[config.mk]
export PLATFORM = sky130hd
export DESIGN_NAME = glb_dummy_end_flat
export DESIGN_NICKNAME = d
export VERILOG_FILES = /design/src/rtl/glb_dummy_end_pkg.sv /design/src/rtl/cfg_ifc.sv /design/src/rtl/glb_dummy_end_sat_counter.sv /design/src/rtl/glb_dummy_end.sv /design/src/flat_wrapper.sv
export SDC_FILE = /design/constraint.sdc
export NUM_CORES = 1
export LEC_CHECK = 0
export ABC_CLOCK_PERIOD_IN_PS = 2700
export CORE_AREA = 2 2 332 334
export CTS_CLUSTER_DIAMETER = 120
export CTS_CLUSTER_SIZE = 14
export DETAILED_ROUTE_END_ITERATION = 12
export DIE_AREA = 0 0 334 336
export PLACE_DENSITY = 0.39
export SLEW_MARGIN = 20
export SYNTH_ARGS = -nofsm -noshare
export SYNTH_HDL_FRONTEND = slang
export SYNTH_SLANG_ARGS = --single-unit
[constraint.sdc]
create_clock -name clk -period 2.7 [get_ports clk]
set_input_delay 0.27 -clock clk [delete_from_list [all_inputs] [get_ports clk]]
set_output_delay 0.27 -clock clk [all_outputs]
set_load 0.1 [all_outputs]
[src/rtl/glb_dummy_end_pkg.sv]
`default_nettype none
// ============================================================================
// Module   : glb_dummy_end_pkg
// Purpose  : Shared widths, poison words and packet types for the global
//            buffer east terminus. Mirrors the global_buffer_param and
//            global_buffer_pkg definitions used by the glb tiles.
// Contents : BANK/GLB/AXI/CGRA widths, PROC_POISON_WORD, CFG_POISON_WORD,
//            wr/rdrq/rdrs packet structs, packet_t, rd_packet_t,
//            count_ones4() helper.
// Revision : 1.0 - initial release
// ============================================================================
package glb_dummy_end_pkg;

   localparam int BANK_DATA_WIDTH     = 64;
   localparam int GLB_ADDR_WIDTH      = 19;
   localparam int AXI_ADDR_WIDTH      = 12;
   localparam int AXI_DATA_WIDTH      = 32;
   localparam int CGRA_CFG_ADDR_WIDTH = 8;
   localparam int CGRA_CFG_DATA_WIDTH = 32;

   localparam logic [15:0] PROC_POISON_WORD = 16'hDEAD;
   localparam logic [31:0] CFG_POISON_WORD  = 32'hDEAD_BEEF;

   typedef struct packed {
      logic                         wr_en;
      logic [BANK_DATA_WIDTH/8-1:0] wr_strb;
      logic [GLB_ADDR_WIDTH-1:0]    wr_addr;
      logic [BANK_DATA_WIDTH-1:0]   wr_data;
   } wr_packet_t;

   typedef struct packed {
      logic                      rd_en;
      logic [GLB_ADDR_WIDTH-1:0] rd_addr;
   } rdrq_packet_t;

   typedef struct packed {
      logic [BANK_DATA_WIDTH-1:0] rd_data;
      logic                       rd_data_valid;
   } rdrs_packet_t;

   typedef struct packed {
      wr_packet_t   wr;
      rdrq_packet_t rdrq;
      rdrs_packet_t rdrs;
   } packet_t;

   typedef struct packed {
      rdrq_packet_t rdrq;
      rdrs_packet_t rdrs;
   } rd_packet_t;

   // Number of asserted bits in a 4-bit event vector (0..4).
   function automatic logic [2:0] count_ones4(input logic [3:0] v);
      count_ones4 = {2'b00, v[0]} + {2'b00, v[1]} + {2'b00, v[2]} + {2'b00, v[3]};
   endfunction

endpackage
`default_nettype wire

[src/rtl/cfg_ifc.sv]
`default_nettype none
// ============================================================================
// Module   : cfg_ifc
// Purpose  : Configuration read/write interface between glb tiles.
// Ports    : master drives wr_*/rd_en/rd_clk_en/rd_addr, slave returns
//            rd_data/rd_data_valid.
// Revision : 1.0 - initial release
// ============================================================================
interface cfg_ifc #(
   parameter int ADDR_WIDTH = 12,
   parameter int DATA_WIDTH = 32
);
   logic                  wr_en;
   logic                  wr_clk_en;
   logic [ADDR_WIDTH-1:0] wr_addr;
   logic [DATA_WIDTH-1:0] wr_data;
   logic                  rd_en;
   logic                  rd_clk_en;
   logic [ADDR_WIDTH-1:0] rd_addr;
   logic [DATA_WIDTH-1:0] rd_data;
   logic                  rd_data_valid;

   modport master (
      output wr_en, wr_clk_en, wr_addr, wr_data, rd_en, rd_clk_en, rd_addr,
      input  rd_data, rd_data_valid
   );

   modport slave (
      input  wr_en, wr_clk_en, wr_addr, wr_data, rd_en, rd_clk_en, rd_addr,
      output rd_data, rd_data_valid
   );
endinterface
`default_nettype wire

[src/rtl/glb_dummy_end_sat_counter.sv]
`default_nettype none
// ============================================================================
// Module   : glb_sat_counter
// Purpose  : Saturating up-counter with a 0..7 increment per cycle and a
//            synchronous clear. When clear and an increment coincide, the
//            counter loads the increment.
// Ports    : clk, reset (sync, active-low), clr_i, inc_i[2:0],
//            cnt_o[CNT_WIDTH-1:0] (registered)
// Revision : 1.0 - initial release
// ============================================================================
module glb_sat_counter #(
   parameter int CNT_WIDTH = 16   // must be >= 3
) (
   input  logic                 clk,
   input  logic                 reset,
   input  logic                 clr_i,
   input  logic [2:0]           inc_i,
   output logic [CNT_WIDTH-1:0] cnt_o
);

   logic [CNT_WIDTH-1:0] cnt_q, cnt_d, base;
   logic [CNT_WIDTH:0]   sum;

   // One extra sum bit is enough to detect overflow: base + 7 < 2^(W+1).
   always_comb begin
      base  = clr_i ? '0 : cnt_q;
      sum   = {1'b0, base} + {{(CNT_WIDTH-2){1'b0}}, inc_i};
      cnt_d = sum[CNT_WIDTH] ? '1 : sum[CNT_WIDTH-1:0];
   end

   always_ff @(posedge clk) begin
      if (!reset) cnt_q <= '0;
      else        cnt_q <= cnt_d;
   end

   assign cnt_o = cnt_q;

endmodule
`default_nettype wire

[src/rtl/glb_dummy_end.sv]
`default_nettype none
// ============================================================================
// Module   : glb_dummy_end
// Purpose  : East terminus of the glb tile chain. Sinks unclaimed proc, cfg
//            and sram-cfg traffic, answers reads with poison data so nothing
//            hangs, and counts unclaimed transactions for debug.
// Ports    : clk, reset (sync, active-low)
//            proc_packet_w2e_wsti  - wr/rdrq from last tile
//            proc_packet_e2w_wsto  - poison rdrs, wr/rdrq tied 0
//            if_cfg_wst_s          - glb cfg slave (AXI widths)
//            if_sram_cfg_wst_s     - sram cfg slave (GLB/CGRA widths)
//            strm_packet_e2w_wsto, pc_packet_e2w_wsto - tied 0
//            err_clr, unmapped_proc_wr_cnt, unmapped_proc_rd_cnt,
//            unmapped_cfg_cnt, err_flag
// Revision : 1.0 - initial release
// ============================================================================
module glb_dummy_end
   import glb_dummy_end_pkg::*;
#(
   parameter int RD_LATENCY = 2,    // legal 1..4
   parameter int CNT_WIDTH  = 16
) (
   input  logic                 clk,
   input  logic                 reset,
   input  packet_t              proc_packet_w2e_wsti,
   output packet_t              proc_packet_e2w_wsto,
   cfg_ifc.slave                if_cfg_wst_s,
   cfg_ifc.slave                if_sram_cfg_wst_s,
   output packet_t              strm_packet_e2w_wsto,
   output rd_packet_t           pc_packet_e2w_wsto,
   input  logic                 err_clr,
   output logic [CNT_WIDTH-1:0] unmapped_proc_wr_cnt,
   output logic [CNT_WIDTH-1:0] unmapped_proc_rd_cnt,
   output logic [CNT_WIDTH-1:0] unmapped_cfg_cnt,
   output logic                 err_flag
);

   localparam logic [BANK_DATA_WIDTH-1:0] PROC_POISON =
      {(BANK_DATA_WIDTH/16){PROC_POISON_WORD}};
   localparam logic [AXI_DATA_WIDTH-1:0] CFG_POISON =
      CFG_POISON_WORD[AXI_DATA_WIDTH-1:0];
   localparam logic [CGRA_CFG_DATA_WIDTH-1:0] SRAM_POISON =
      CFG_POISON_WORD[CGRA_CFG_DATA_WIDTH-1:0];

   logic proc_wr, proc_rd;
   logic [3:0] cfg_events;
   logic any_event;

   assign proc_wr    = proc_packet_w2e_wsti.wr.wr_en;
   assign proc_rd    = proc_packet_w2e_wsti.rdrq.rd_en;
   assign cfg_events = {if_cfg_wst_s.wr_en, if_cfg_wst_s.rd_en,
                        if_sram_cfg_wst_s.wr_en, if_sram_cfg_wst_s.rd_en};
   assign any_event  = proc_wr | proc_rd | (|cfg_events);

   // ---------------- proc read poison pipe ----------------
   // Valid-only shift pipe; bit RD_LATENCY-1 is the registered rdrs valid.
   logic [RD_LATENCY-1:0]      pipe_q, pipe_d;
   logic [BANK_DATA_WIDTH-1:0] rdrs_data_q, rdrs_data_d;

   generate
      if (RD_LATENCY == 1) begin : g_pipe_single
         assign pipe_d = proc_rd;
      end else begin : g_pipe_multi
         assign pipe_d = {pipe_q[RD_LATENCY-2:0], proc_rd};
      end
   endgenerate

   // Data register tracks the valid bit so rd_data is 0 whenever invalid.
   assign rdrs_data_d = pipe_d[RD_LATENCY-1] ? PROC_POISON : '0;

   always_ff @(posedge clk) begin
      if (!reset) begin
         pipe_q      <= '0;
         rdrs_data_q <= '0;
      end else begin
         pipe_q      <= pipe_d;
         rdrs_data_q <= rdrs_data_d;
      end
   end

   always_comb begin
      proc_packet_e2w_wsto                    = '0;
      proc_packet_e2w_wsto.rdrs.rd_data       = rdrs_data_q;
      proc_packet_e2w_wsto.rdrs.rd_data_valid = pipe_q[RD_LATENCY-1];
   end

   assign strm_packet_e2w_wsto = '0;
   assign pc_packet_e2w_wsto   = '0;

   // ---------------- cfg / sram cfg poison responses ----------------
   // rd_clk_en is deliberately ignored: any rd_en gets a one-cycle answer.
   logic [AXI_DATA_WIDTH-1:0]      cfg_rd_data_q;
   logic                           cfg_rd_valid_q;
   logic [CGRA_CFG_DATA_WIDTH-1:0] sram_rd_data_q;
   logic                           sram_rd_valid_q;

   always_ff @(posedge clk) begin
      if (!reset) begin
         cfg_rd_data_q   <= '0;
         cfg_rd_valid_q  <= 1'b0;
         sram_rd_data_q  <= '0;
         sram_rd_valid_q <= 1'b0;
      end else begin
         cfg_rd_data_q   <= if_cfg_wst_s.rd_en ? CFG_POISON : '0;
         cfg_rd_valid_q  <= if_cfg_wst_s.rd_en;
         sram_rd_data_q  <= if_sram_cfg_wst_s.rd_en ? SRAM_POISON : '0;
         sram_rd_valid_q <= if_sram_cfg_wst_s.rd_en;
      end
   end

   assign if_cfg_wst_s.rd_data           = cfg_rd_data_q;
   assign if_cfg_wst_s.rd_data_valid     = cfg_rd_valid_q;
   assign if_sram_cfg_wst_s.rd_data      = sram_rd_data_q;
   assign if_sram_cfg_wst_s.rd_data_valid = sram_rd_valid_q;

   // ---------------- counters and sticky error ----------------
   glb_sat_counter #(.CNT_WIDTH(CNT_WIDTH)) u_wr_cnt (
      .clk   (clk),
      .reset (reset),
      .clr_i (err_clr),
      .inc_i ({2'b00, proc_wr}),
      .cnt_o (unmapped_proc_wr_cnt)
   );

   glb_sat_counter #(.CNT_WIDTH(CNT_WIDTH)) u_rd_cnt (
      .clk   (clk),
      .reset (reset),
      .clr_i (err_clr),
      .inc_i ({2'b00, proc_rd}),
      .cnt_o (unmapped_proc_rd_cnt)
   );

   glb_sat_counter #(.CNT_WIDTH(CNT_WIDTH)) u_cfg_cnt (
      .clk   (clk),
      .reset (reset),
      .clr_i (err_clr),
      .inc_i (count_ones4(cfg_events)),
      .cnt_o (unmapped_cfg_cnt)
   );

   // A new event beats a coincident clear so the flag never misses one.
   logic err_q, err_d;

   always_comb begin
      err_d = err_q;
      if (err_clr)   err_d = 1'b0;
      if (any_event) err_d = 1'b1;
   end

   always_ff @(posedge clk) begin
      if (!reset) err_q <= 1'b0;
      else        err_q <= err_d;
   end

   assign err_flag = err_q;

   // Payload fields that a terminus has no use for.
   logic unused_inputs;
   assign unused_inputs = ^{proc_packet_w2e_wsti.wr.wr_strb,
                            proc_packet_w2e_wsti.wr.wr_addr,
                            proc_packet_w2e_wsti.wr.wr_data,
                            proc_packet_w2e_wsti.rdrq.rd_addr,
                            proc_packet_w2e_wsti.rdrs,
                            if_cfg_wst_s.wr_clk_en, if_cfg_wst_s.wr_addr,
                            if_cfg_wst_s.wr_data, if_cfg_wst_s.rd_clk_en,
                            if_cfg_wst_s.rd_addr,
                            if_sram_cfg_wst_s.wr_clk_en, if_sram_cfg_wst_s.wr_addr,
                            if_sram_cfg_wst_s.wr_data, if_sram_cfg_wst_s.rd_clk_en,
                            if_sram_cfg_wst_s.rd_addr};

endmodule
`default_nettype wire
[src/flat_wrapper.sv]
// flat-port wrapper written by rule: the top's interface ports become plain ports
module glb_dummy_end_flat import glb_dummy_end_pkg::*;
#(
   parameter int RD_LATENCY = 2,                 
   parameter int CNT_WIDTH  = 16
)
  (clk, reset, proc_packet_w2e_wsti, proc_packet_e2w_wsto, strm_packet_e2w_wsto, pc_packet_e2w_wsto, err_clr, unmapped_proc_wr_cnt, unmapped_proc_rd_cnt, unmapped_cfg_cnt, err_flag, if_cfg_wst_s_wr_en, if_cfg_wst_s_wr_clk_en, if_cfg_wst_s_wr_addr, if_cfg_wst_s_wr_data, if_cfg_wst_s_rd_en, if_cfg_wst_s_rd_clk_en, if_cfg_wst_s_rd_addr, if_cfg_wst_s_rd_data, if_cfg_wst_s_rd_data_valid, if_sram_cfg_wst_s_wr_en, if_sram_cfg_wst_s_wr_clk_en, if_sram_cfg_wst_s_wr_addr, if_sram_cfg_wst_s_wr_data, if_sram_cfg_wst_s_rd_en, if_sram_cfg_wst_s_rd_clk_en, if_sram_cfg_wst_s_rd_addr, if_sram_cfg_wst_s_rd_data, if_sram_cfg_wst_s_rd_data_valid);
  cfg_ifc if_cfg_wst_s_i ();
  cfg_ifc if_sram_cfg_wst_s_i ();
  input  logic clk;
  input  logic reset;
  input  packet_t proc_packet_w2e_wsti;
  output packet_t proc_packet_e2w_wsto;
  output packet_t strm_packet_e2w_wsto;
  output rd_packet_t pc_packet_e2w_wsto;
  input  logic err_clr;
  output logic [CNT_WIDTH-1:0] unmapped_proc_wr_cnt;
  output logic [CNT_WIDTH-1:0] unmapped_proc_rd_cnt;
  output logic [CNT_WIDTH-1:0] unmapped_cfg_cnt;
  output logic err_flag;
  input wire logic [$bits(if_cfg_wst_s_i.wr_en)-1:0] if_cfg_wst_s_wr_en;
  input wire logic [$bits(if_cfg_wst_s_i.wr_clk_en)-1:0] if_cfg_wst_s_wr_clk_en;
  input wire logic [$bits(if_cfg_wst_s_i.wr_addr)-1:0] if_cfg_wst_s_wr_addr;
  input wire logic [$bits(if_cfg_wst_s_i.wr_data)-1:0] if_cfg_wst_s_wr_data;
  input wire logic [$bits(if_cfg_wst_s_i.rd_en)-1:0] if_cfg_wst_s_rd_en;
  input wire logic [$bits(if_cfg_wst_s_i.rd_clk_en)-1:0] if_cfg_wst_s_rd_clk_en;
  input wire logic [$bits(if_cfg_wst_s_i.rd_addr)-1:0] if_cfg_wst_s_rd_addr;
  output wire logic [$bits(if_cfg_wst_s_i.rd_data)-1:0] if_cfg_wst_s_rd_data;
  output wire logic [$bits(if_cfg_wst_s_i.rd_data_valid)-1:0] if_cfg_wst_s_rd_data_valid;
  input wire logic [$bits(if_sram_cfg_wst_s_i.wr_en)-1:0] if_sram_cfg_wst_s_wr_en;
  input wire logic [$bits(if_sram_cfg_wst_s_i.wr_clk_en)-1:0] if_sram_cfg_wst_s_wr_clk_en;
  input wire logic [$bits(if_sram_cfg_wst_s_i.wr_addr)-1:0] if_sram_cfg_wst_s_wr_addr;
  input wire logic [$bits(if_sram_cfg_wst_s_i.wr_data)-1:0] if_sram_cfg_wst_s_wr_data;
  input wire logic [$bits(if_sram_cfg_wst_s_i.rd_en)-1:0] if_sram_cfg_wst_s_rd_en;
  input wire logic [$bits(if_sram_cfg_wst_s_i.rd_clk_en)-1:0] if_sram_cfg_wst_s_rd_clk_en;
  input wire logic [$bits(if_sram_cfg_wst_s_i.rd_addr)-1:0] if_sram_cfg_wst_s_rd_addr;
  output wire logic [$bits(if_sram_cfg_wst_s_i.rd_data)-1:0] if_sram_cfg_wst_s_rd_data;
  output wire logic [$bits(if_sram_cfg_wst_s_i.rd_data_valid)-1:0] if_sram_cfg_wst_s_rd_data_valid;
  assign if_cfg_wst_s_i.wr_en = if_cfg_wst_s_wr_en;
  assign if_cfg_wst_s_i.wr_clk_en = if_cfg_wst_s_wr_clk_en;
  assign if_cfg_wst_s_i.wr_addr = if_cfg_wst_s_wr_addr;
  assign if_cfg_wst_s_i.wr_data = if_cfg_wst_s_wr_data;
  assign if_cfg_wst_s_i.rd_en = if_cfg_wst_s_rd_en;
  assign if_cfg_wst_s_i.rd_clk_en = if_cfg_wst_s_rd_clk_en;
  assign if_cfg_wst_s_i.rd_addr = if_cfg_wst_s_rd_addr;
  assign if_cfg_wst_s_rd_data = if_cfg_wst_s_i.rd_data;
  assign if_cfg_wst_s_rd_data_valid = if_cfg_wst_s_i.rd_data_valid;
  assign if_sram_cfg_wst_s_i.wr_en = if_sram_cfg_wst_s_wr_en;
  assign if_sram_cfg_wst_s_i.wr_clk_en = if_sram_cfg_wst_s_wr_clk_en;
  assign if_sram_cfg_wst_s_i.wr_addr = if_sram_cfg_wst_s_wr_addr;
  assign if_sram_cfg_wst_s_i.wr_data = if_sram_cfg_wst_s_wr_data;
  assign if_sram_cfg_wst_s_i.rd_en = if_sram_cfg_wst_s_rd_en;
  assign if_sram_cfg_wst_s_i.rd_clk_en = if_sram_cfg_wst_s_rd_clk_en;
  assign if_sram_cfg_wst_s_i.rd_addr = if_sram_cfg_wst_s_rd_addr;
  assign if_sram_cfg_wst_s_rd_data = if_sram_cfg_wst_s_i.rd_data;
  assign if_sram_cfg_wst_s_rd_data_valid = if_sram_cfg_wst_s_i.rd_data_valid;
  glb_dummy_end #(.RD_LATENCY(RD_LATENCY), .CNT_WIDTH(CNT_WIDTH)) u_core (.clk(clk), .reset(reset), .proc_packet_w2e_wsti(proc_packet_w2e_wsti), .proc_packet_e2w_wsto(proc_packet_e2w_wsto), .if_cfg_wst_s(if_cfg_wst_s_i), .if_sram_cfg_wst_s(if_sram_cfg_wst_s_i), .strm_packet_e2w_wsto(strm_packet_e2w_wsto), .pc_packet_e2w_wsto(pc_packet_e2w_wsto), .err_clr(err_clr), .unmapped_proc_wr_cnt(unmapped_proc_wr_cnt), .unmapped_proc_rd_cnt(unmapped_proc_rd_cnt), .unmapped_cfg_cnt(unmapped_cfg_cnt), .err_flag(err_flag));
endmodule
==> impl_summary.md, run 1 <==
Critical path
The slack of the worst reg-to-reg path is 0.61 ns. Of all nets on the critical path, the largest fanout is 7. The category of the critical setup timing path is in -> reg. The data arrival time of the critical path is 2.67 ns. The worst setup path is captured at a flop.

Data on the critical path is required at its endpoint by 2.92 ns. The sort of element at the start of the critical path is a primary input.

STA
The final max-slew violation count is 0. The tightest hold path in the finished design has a slack of 0.393 ns. Based on the critical path, the design can be clocked at up to 410 MHz.

Setup violations remaining at the end of the flow were counted as 0. For the finished layout, the period the worst path requires is 2.44 ns. The transition at the pin with the smallest max-transition slack is 0.552 ns. After layout, the worst path uses 90.4% of the clock period. Setup repair after global routing left no endpoint under its margin. The final-report hold violation count came to 0. The worst setup skew after layout is 0.0100 ns. In this run the tightest slew margin relative to its limit is 63.2%.

Layout
After routing the design area is 8230 sq um. The layout overhead on the synthesized area is 23.5%. The final layout net count is 1220. The post-route netlist has 24.2% of its cells at a drive strength greater than 1. The number of diodes added for antenna fixing is 0.

Synthesis
The number of flops mapped to enable cells by yosys is 0. Summed over all instances, the cell type with the most area after synthesis is sky130_fd_sc_hd__buf_4. The commonest register cell after synthesis is sky130_fd_sc_hd__dfxtp_1. The total of flip-flops plus latches after synthesis is 53. The area of the mapped netlist is 6670 sq um. Yosys mapped the design onto 53 distinct sky130hd cell types. For this run, asynchronously set or reset flops after synthesis account for 0%. After technology mapping, the gate count stands at 819. The sequential-to-total area share from yosys stat is 15.9%. For this run, the number of Yosys warnings is 0. The share of the synthesized area in the top cell type is 56.8%. Sorting the synthesized cells by area gives the leading types as sky130_fd_sc_hd__buf_4 (57%), sky130_fd_sc_hd__dfxtp_1 (16%), sky130_fd_sc_hd__xnor2_1 (2.2%), sky130_fd_sc_hd__o21a_1 (2.1%), sky130_fd_sc_hd__ha_1 (1.9%).

The mean cell area of the mapped netlist is 8.14 sq um.

Drt
In the final routed layout, each cell accounts on average for 5.83 microns. The number of DRC violations after detailed-routing iteration 0 is 80. The DRC violation count after routing is 0. Using the TritonRoute via totals, the vias-per-cell ratio works out to 1.75.

The detail route stage leaves a number of antenna-violating nets equal to 0. The number of iterations in the first detailed-routing pass is 4. Summed over all layers, the routed wires come to 13500 microns.

The total number of vias is 4075.

Floorplan
After floorplanning, the core was divided into 121 placement rows. The core region is 108000 sq um. The initial core utilization is 6.15%.

The die span in y is 336 microns. The width of the chip is 334 microns. The area enclosed by the die boundary is 112000 sq um. For this design the top-level I/O count stands at 854.

GRT
The largest net degree at the start of global routing is 46. The wire length of the first global-routing pass is 18100 microns. The total overflow left after global routing is 0. In the global route stage, overall resource usage came out at 2.01%. The number of global-route vias before repair is 2981.

The initial antenna violation count is 0.

Clocking
The clock tree synthesis step divided the H-tree into 2 levels. The clock tree from TritonCTS is yes. The number of CTS-inserted buffers is 5. The number of hold buffers added after CTS was 0. Clock-pin slew was measured on the worst setup and hold paths at 0.08 ns. For this design, the sink count on the clock tree is 53. Clock latency on the worst-skew pair, taken at its later pin, is 0.30 ns. CTS placed an instance of sky130_fd_sc_hd__clkbuf_16 at the clock tree root. Counting along the longest clock path gives a buffer depth of 2.

Outcome
The run finished with clean final reports.

Power and ir drop
The design draws 0.00501 W. IR analysis of the VDD net gives a maximum drop of 0.240 mV. Dividing total power by cell area gives a power density of 609 nW/um^2. For this design the static power due to leakage is 3.60 nW.

Job
Across the run, the number of max-cap violations was 0.

Placement
The routability congestion estimate from global placement is 0.688. The total of buffers placed on input and output ports is 152. The wire-length estimate of the detail-placed layout is 11100 microns.

The total placed instance area is 7940 sq um.

Worst hold path
The class of the tightest hold or removal check is in -> reg.
==> metal layers <==
| metal | track usage [%] | wire length, microns | up-vias | share of wire (%) |
|---|---|---|---|---|
| met1 | 2.68 | 5540 | 1825 | 41 |
| met4 | 0.374 | 73 | 0 | 0.54 |
| li1 | - | - | 1918 | - |
| met2 | 2.92 | 5920 | 325 | 44 |
| met5 | 0 | 0 | - | 0 |
| met3 | 0.952 | 2010 | 7 | 15 |
==> layout by cell type (no fill, tap or decap), drive strengths merged, types with 3 or more instances in the layout <==
cell type / n
nand3b: 5
clkdlybuf4s50: 6
clkbuf: 6
o31a: 3
inv: 13
xor2: 4
nand3: 16
nor2: 12
nor2b: 12
nand4b: 5
conb: 410
ha: 10
nand2: 11
a21oi: 18
and4: 3
nand2b: 14
nor3: 14
o21ai: 13
a211oi: 3
nand4: 8
buf: 180
and2: 4
xnor2: 17
o21a: 19
nor4: 8
a31oi: 6
dfxtp: 53
or3: 6
==> metrics by stage <==
step                      TNS (ns)  setup slack (ns)  util [%]  cells
after floorplan                  0           0.00175         -   1228
after global placement       -6.30            -0.503      7.32   2314
after detailed placement     -6.08            -0.481      7.32   2314
after CTS                        0            0.0462      7.56   2322
after global routing             0             0.147      7.59   2323
final                            0             0.259      7.59   2323
==> registers in the layout, summed over array words and instances, names as in the netlist <==
| name | flops |
|---|---|
| u_core.rdrs_data_q | 1 |
| u_core.u_wr_cnt.cnt_o | 16 |
| u_core.if_sram_cfg_wst_s.rd_data | 1 |
| u_core.u_rd_cnt.cnt_o | 16 |
| u_core.pipe_q | 1 |
| u_core.u_cfg_cnt.cnt_o | 16 |
| u_core.if_cfg_wst_s.rd_data | 1 |
| u_core.err_flag | 1 |
==> synthesized netlist by cell type, types with 2 or more instances <==
| cell | instances |
|---|---|
| sky130_fd_sc_hd__buf_2 | 3 |
| sky130_fd_sc_hd__or3_1 | 6 |
| sky130_fd_sc_hd__xnor2_1 | 17 |
| sky130_fd_sc_hd__and3_1 | 2 |
| sky130_fd_sc_hd__inv_1 | 13 |
| sky130_fd_sc_hd__nor2_1 | 12 |
| sky130_fd_sc_hd__nand3_1 | 16 |
| sky130_fd_sc_hd__a31oi_1 | 6 |
| sky130_fd_sc_hd__nor2b_1 | 12 |
| sky130_fd_sc_hd__nand4b_4 | 2 |
| sky130_fd_sc_hd__nand4_1 | 7 |
| sky130_fd_sc_hd__and2_1 | 4 |
| sky130_fd_sc_hd__fa_1 | 2 |
| sky130_fd_sc_hd__nand4b_1 | 3 |
| sky130_fd_sc_hd__o211ai_1 | 2 |
| sky130_fd_sc_hd__nand2_1 | 10 |
| sky130_fd_sc_hd__a211oi_1 | 2 |
| sky130_fd_sc_hd__nor4_1 | 4 |
| sky130_fd_sc_hd__nor3_1 | 14 |
| sky130_fd_sc_hd__nand2b_1 | 14 |
| sky130_fd_sc_hd__xor2_1 | 4 |
| sky130_fd_sc_hd__clkbuf_1 | 7 |
| sky130_fd_sc_hd__o31a_1 | 3 |
| sky130_fd_sc_hd__buf_4 | 504 |
| sky130_fd_sc_hd__o21ai_0 | 13 |
| sky130_fd_sc_hd__o21a_1 | 19 |
| sky130_fd_sc_hd__ha_1 | 10 |
| sky130_fd_sc_hd__and4b_1 | 2 |
| sky130_fd_sc_hd__a31o_2 | 2 |
| sky130_fd_sc_hd__dfxtp_1 | 53 |
| sky130_fd_sc_hd__a21o_1 | 2 |
| sky130_fd_sc_hd__and4_1 | 3 |
| sky130_fd_sc_hd__and3b_1 | 2 |
| sky130_fd_sc_hd__nand3b_1 | 5 |
| sky130_fd_sc_hd__nor4_4 | 4 |
| sky130_fd_sc_hd__a21oi_1 | 18 |
==> power by group <==
part / switching (W) / internal, W
clock network: 0.000323 / 0.000464
logic: 0.00319 / 0.000226
registers: 0.0000137 / 0.000797
==> final timing paths <==
| kind | from | end | cells past startpoint |
|---|---|---|---|
| worst max-delay path | if_cfg_wst_s_rd_en | u_core.u_cfg_cnt.cnt_o[8] | 10 |
| worst min-delay path | if_sram_cfg_wst_s_rd_en | u_core.if_sram_cfg_wst_s.rd_data[30] | 4 |
| worst max register to register | u_core.u_wr_cnt.cnt_o[0] | u_core.u_wr_cnt.cnt_o[10] | 7 |
| worst min register to register | u_core.pipe_q[0] | u_core.rdrs_data_q[62] | 1 |
==> logic make-up after synthesis <==
group / share of synthesized area [%]
AOI/OAI and AO/OA: 7.26
xor gates and xnor gates: 2.76
adders and majority gates: 2.48
buffers and inverters: 58.2
DFF: 15.9
muxes: 0.150
other: 0.0563
and+or+nand+nor: 13.2
==> worst max-delay path: stages <==
cell and delay [ns]:
sky130_fd_sc_hd__clkdlybuf4s50_1 0.49, sky130_fd_sc_hd__fa_2 0.63, sky130_fd_sc_hd__ha_4 0.15, sky130_fd_sc_hd__fa_2 0.24, sky130_fd_sc_hd__a21oi_4 0.08, sky130_fd_sc_hd__buf_6 0.13
sky130_fd_sc_hd__buf_4 0.12, sky130_fd_sc_hd__o32ai_1 0.28, sky130_fd_sc_hd__nand2b_1 0.10, sky130_fd_sc_hd__a21oi_1 0.16
==> what timing repair did <==
| action | in CTS | in global routing |
|---|---|---|
| buffers inserted | 0 | 1 |
| endpoints found under the setup margin | 16 | 11 |
| pin swaps | 4 | 3 |
| gates resized for setup | 12 | 10 |
==> cell type report <==
cell class	instances	area (sq um)
Clock buffer	6	139
Multi-Input combinational cell	647	3370
Tap cell	1414	1770
Fill cell	12700	100000
Clock inverter	2	37.5
Inverter	13	48.8
Timing Repair Buffer	188	1800
Sequential cell	53	1060
Power figures use the tool's default switching activity.
==> run 2, diff against run 1 <==
--- a/config.mk
+++ b/config.mk
@@ -7,6 +7,7 @@
 export LEC_CHECK = 0
 export ABC_CLOCK_PERIOD_IN_PS = 2700
 export CORE_AREA = 2 2 332 334
+export CTS_BUF_LIST = sky130_fd_sc_hd__clkbuf_8
 export CTS_CLUSTER_DIAMETER = 120
 export CTS_CLUSTER_SIZE = 14
 export DETAILED_ROUTE_END_ITERATION = 12
==> run 2 against run 1 <==
Clock skew grew 0.00095 ns. Setup slack lost 0.18 ns. Sequential share of layout area increased by 0.12 points. Worst hold slack got worse by 0.023 ns. Cell count hardly changed. Total power decreased by 3.8%. Global-route usage hardly changed. Sequential power about the same. Non-clock buffer count shrank 1. Die area unchanged. Combinational power hardly changed.
==> impl_summary.md, run 2 (synthesis gave the netlist of run 1 again) <==
Drt
The total number of vias is 4078 (was 4075). The wire length reported by the detailed router came to 13500 microns (about the same). The number of iterations in the first detailed-routing pass is 4 (unchanged). The number of DRC violations after detailed-routing iteration 0 is 83 (was 80). The DRC violation count after routing is 0 (unchanged). The post-detailed-route count of antenna-violating nets is 0 (unchanged). The final routed wire length divided by cell count is 5.83 microns (about the same). The number of vias per cell after detailed routing is 1.76 (was 1.75).

Clocking
The clock tree from TritonCTS is yes (unchanged). The clock sink count is 53 (unchanged). The count of H-tree levels built during CTS is 2 (unchanged). The clock-pin slew on the worst setup and hold paths is 0.11 ns (was 0.08 ns). The buffer depth of the longest clock path is 2 (unchanged). The CTS root buffer is sky130_fd_sc_hd__clkbuf_8 (was sky130_fd_sc_hd__clkbuf_16).

The number of CTS-inserted buffers is 5 (unchanged). The cts-stage hold buffer count is 0 (unchanged). The clock latency on the worst-skew pair is 0.32 ns (was 0.30 ns).

Placement
The total of buffers placed on input and output ports came to 152 (unchanged). The routability congestion estimate from global placement is 0.688 (unchanged). The pre-CTS worst setup slack is -0.481 ns (unchanged).

The final HPWL from detailed placement is 11100 microns (unchanged).

Layout
The final layout net count is 1219 (was 1220). The share of cells above drive strength 1 was 24.0% (was 24.2%). Commonest cells after routing, fill and taps aside: sky130_fd_sc_hd__conb_1 (410), sky130_fd_sc_hd__buf_4 (149), sky130_fd_sc_hd__dfxtp_1 (51) (was sky130_fd_sc_hd__conb_1 (410), sky130_fd_sc_hd__buf_4 (150), sky130_fd_sc_hd__dfxtp_1 (51)). The number of diodes added for antenna fixing is 0 (unchanged).

The layout overhead on the synthesized area is 22.3% (was 23.5%). The most common library cell in the layout ignoring fill and taps is sky130_fd_sc_hd__conb_1 (unchanged). The fill cell total of the finished layout is 12.7k (about the same).

STA
The part of the cycle the worst path needs is 97.0% (was 90.4%). The final count of negative-setup-slack endpoints is 0 (unchanged). The final max-slew violation count is 0 (unchanged). The shortest clock period the worst path allows after layout came to 2.62 ns (was 2.44 ns). Unrepaired setup endpoints after global routing: no (unchanged). The final-report hold violation count is 0 (unchanged). The total negative slack is 0 ns (unchanged). The relative slew slack is 63.1% (was 63.2%).

The highest achievable clock rate is 382 MHz (was 410 MHz). The worst setup skew after layout was 0.0110 ns (was 0.0100 ns). The final critical-path setup slack is 0.0814 ns (was 0.259 ns). The transition at the pin with the smallest max-transition slack came to 0.553 ns (was 0.552 ns).

GRT
The wire length of the first global-routing pass is 18000 microns (was 18100 microns). The number of global-route vias before repair was 2980 (was 2981). The overall routing resource usage came to 1.99% (was 2.01%). The largest net degree at the start of global routing is 46 (unchanged). The initial antenna violation count is 0 (unchanged). The remaining global-route overflow came to 0 (unchanged).

Floorplan
The area enclosed by the die boundary is 112000 sq um (unchanged). The top-level port count came to 854 (unchanged). The area inside the core boundary is 108000 sq um (unchanged). The width of the chip is 334 microns (unchanged).

The die span in y is 336 microns (unchanged). The site row count is 121 (unchanged). The initial core utilization is 6.15% (unchanged).

Critical path
The category of the worst setup path capture point is a flop (unchanged). The sort of element at the start of the critical path is a primary input (unchanged). The required time reported for the critical path endpoint is 2.95 ns (was 2.92 ns). The category of the critical setup timing path is in -> reg (unchanged). The data arrival time of the critical path came to 2.87 ns (was 2.67 ns). The critical-path maximum fanout is 4 (was 7).

Power and ir drop
The worst-case vdd ir drop was 0.233 mV (was 0.240 mV). The leakage power was 3.54 nW (was 3.60 nW). The power per standard cell area came to 591 nW/um^2 (was 609 nW/um^2).

The overall power of the completed layout is 0.00482 W (was 0.00501 W).

Worst hold path
The class of the tightest hold or removal check is in -> reg (unchanged).

Job
The number of maximum-capacitance constraint violations was 0 (unchanged).

Outcome
Status: completed (unchanged).
-- run 2: path summary, 6_finish.rpt --
check                           slack, ns                startpoint                              endpoint  cells after the start
worst max register to register       0.61  u_core.u_wr_cnt.cnt_o[0]              u_core.u_wr_cnt.cnt_o[9]                      7
worst min-delay path                 0.37   if_sram_cfg_wst_s_rd_en  u_core.if_sram_cfg_wst_s.rd_data[30]                      4
worst min register to register       0.46          u_core.pipe_q[0]                u_core.rdrs_data_q[62]                      1
worst max-delay path                 0.08   if_sram_cfg_wst_s_wr_en            u_core.u_cfg_cnt.cnt_o[14]                     11
-- run 2: cell type report --
type                       instances  area, sq um  area share [%]
timing repair buffer             187         1790            22.0
sequential                        53         1060            13.0
inverter                          13         48.8           0.598
clock buffer                       6         82.6            1.01
tap                             1414         1770            21.7
clock inverter                     2         37.5           0.460
multi-input combinational        647         3360            41.2
-- run 2: critical path, cell delays in order --
cell	delay (ns)
sky130_fd_sc_hd__clkdlybuf4s50_1	0.50
sky130_fd_sc_hd__inv_2	0.06
sky130_fd_sc_hd__ha_4	0.27
sky130_fd_sc_hd__fa_2	0.45
sky130_fd_sc_hd__ha_4	0.18
sky130_fd_sc_hd__fa_2	0.39
sky130_fd_sc_hd__a21oi_4	0.19
sky130_fd_sc_hd__nor3_2	0.09
sky130_fd_sc_hd__buf_4	0.15
sky130_fd_sc_hd__and4_1	0.17
sky130_fd_sc_hd__nor3_2	0.15
-- run 2: power by group --
group	switching (W)	total [W]	internal [W]
Clock	0.000297	0.000599	0.000302
Sequential	0.0000137	0.000811	0.000797
Combinational	0.00319	0.00341	0.000225
-- run 2: timing repair --
item / in CTS / in global routing
resized for setup: 8 / 11
setup buffers: 0 / 0
endpoints found under the setup margin: 16 / 11
pin swaps: 2 / 3
-- run 2: metrics by stage --
stage	hold WS, ns	instances	cell area (sq um)	utilization [%]
2_1_floorplan	0.392	1228	8210	-
3_3_place_gp	0.426	2314	7940	7.32
3_5_place_dp	0.436	2314	7940	7.32
4_1_cts	0.463	2322	8110	7.48
5_1_grt	0.380	2322	8160	7.52
6_report	0.370	2322	8160	7.52
-- run 2: per-layer routing --
| metal | share of wire, % | wire length [microns] | up-vias | track usage, % |
|---|---|---|---|---|
| met5 | 0 | 0 | - | 0 |
| met4 | 0.67 | 91 | 0 | 0.374 |
| met2 | 43 | 5890 | 318 | 2.90 |
| li1 | - | - | 1920 | - |
| met3 | 14 | 1960 | 5 | 0.940 |
| met1 | 41 | 5600 | 1835 | 2.67 |
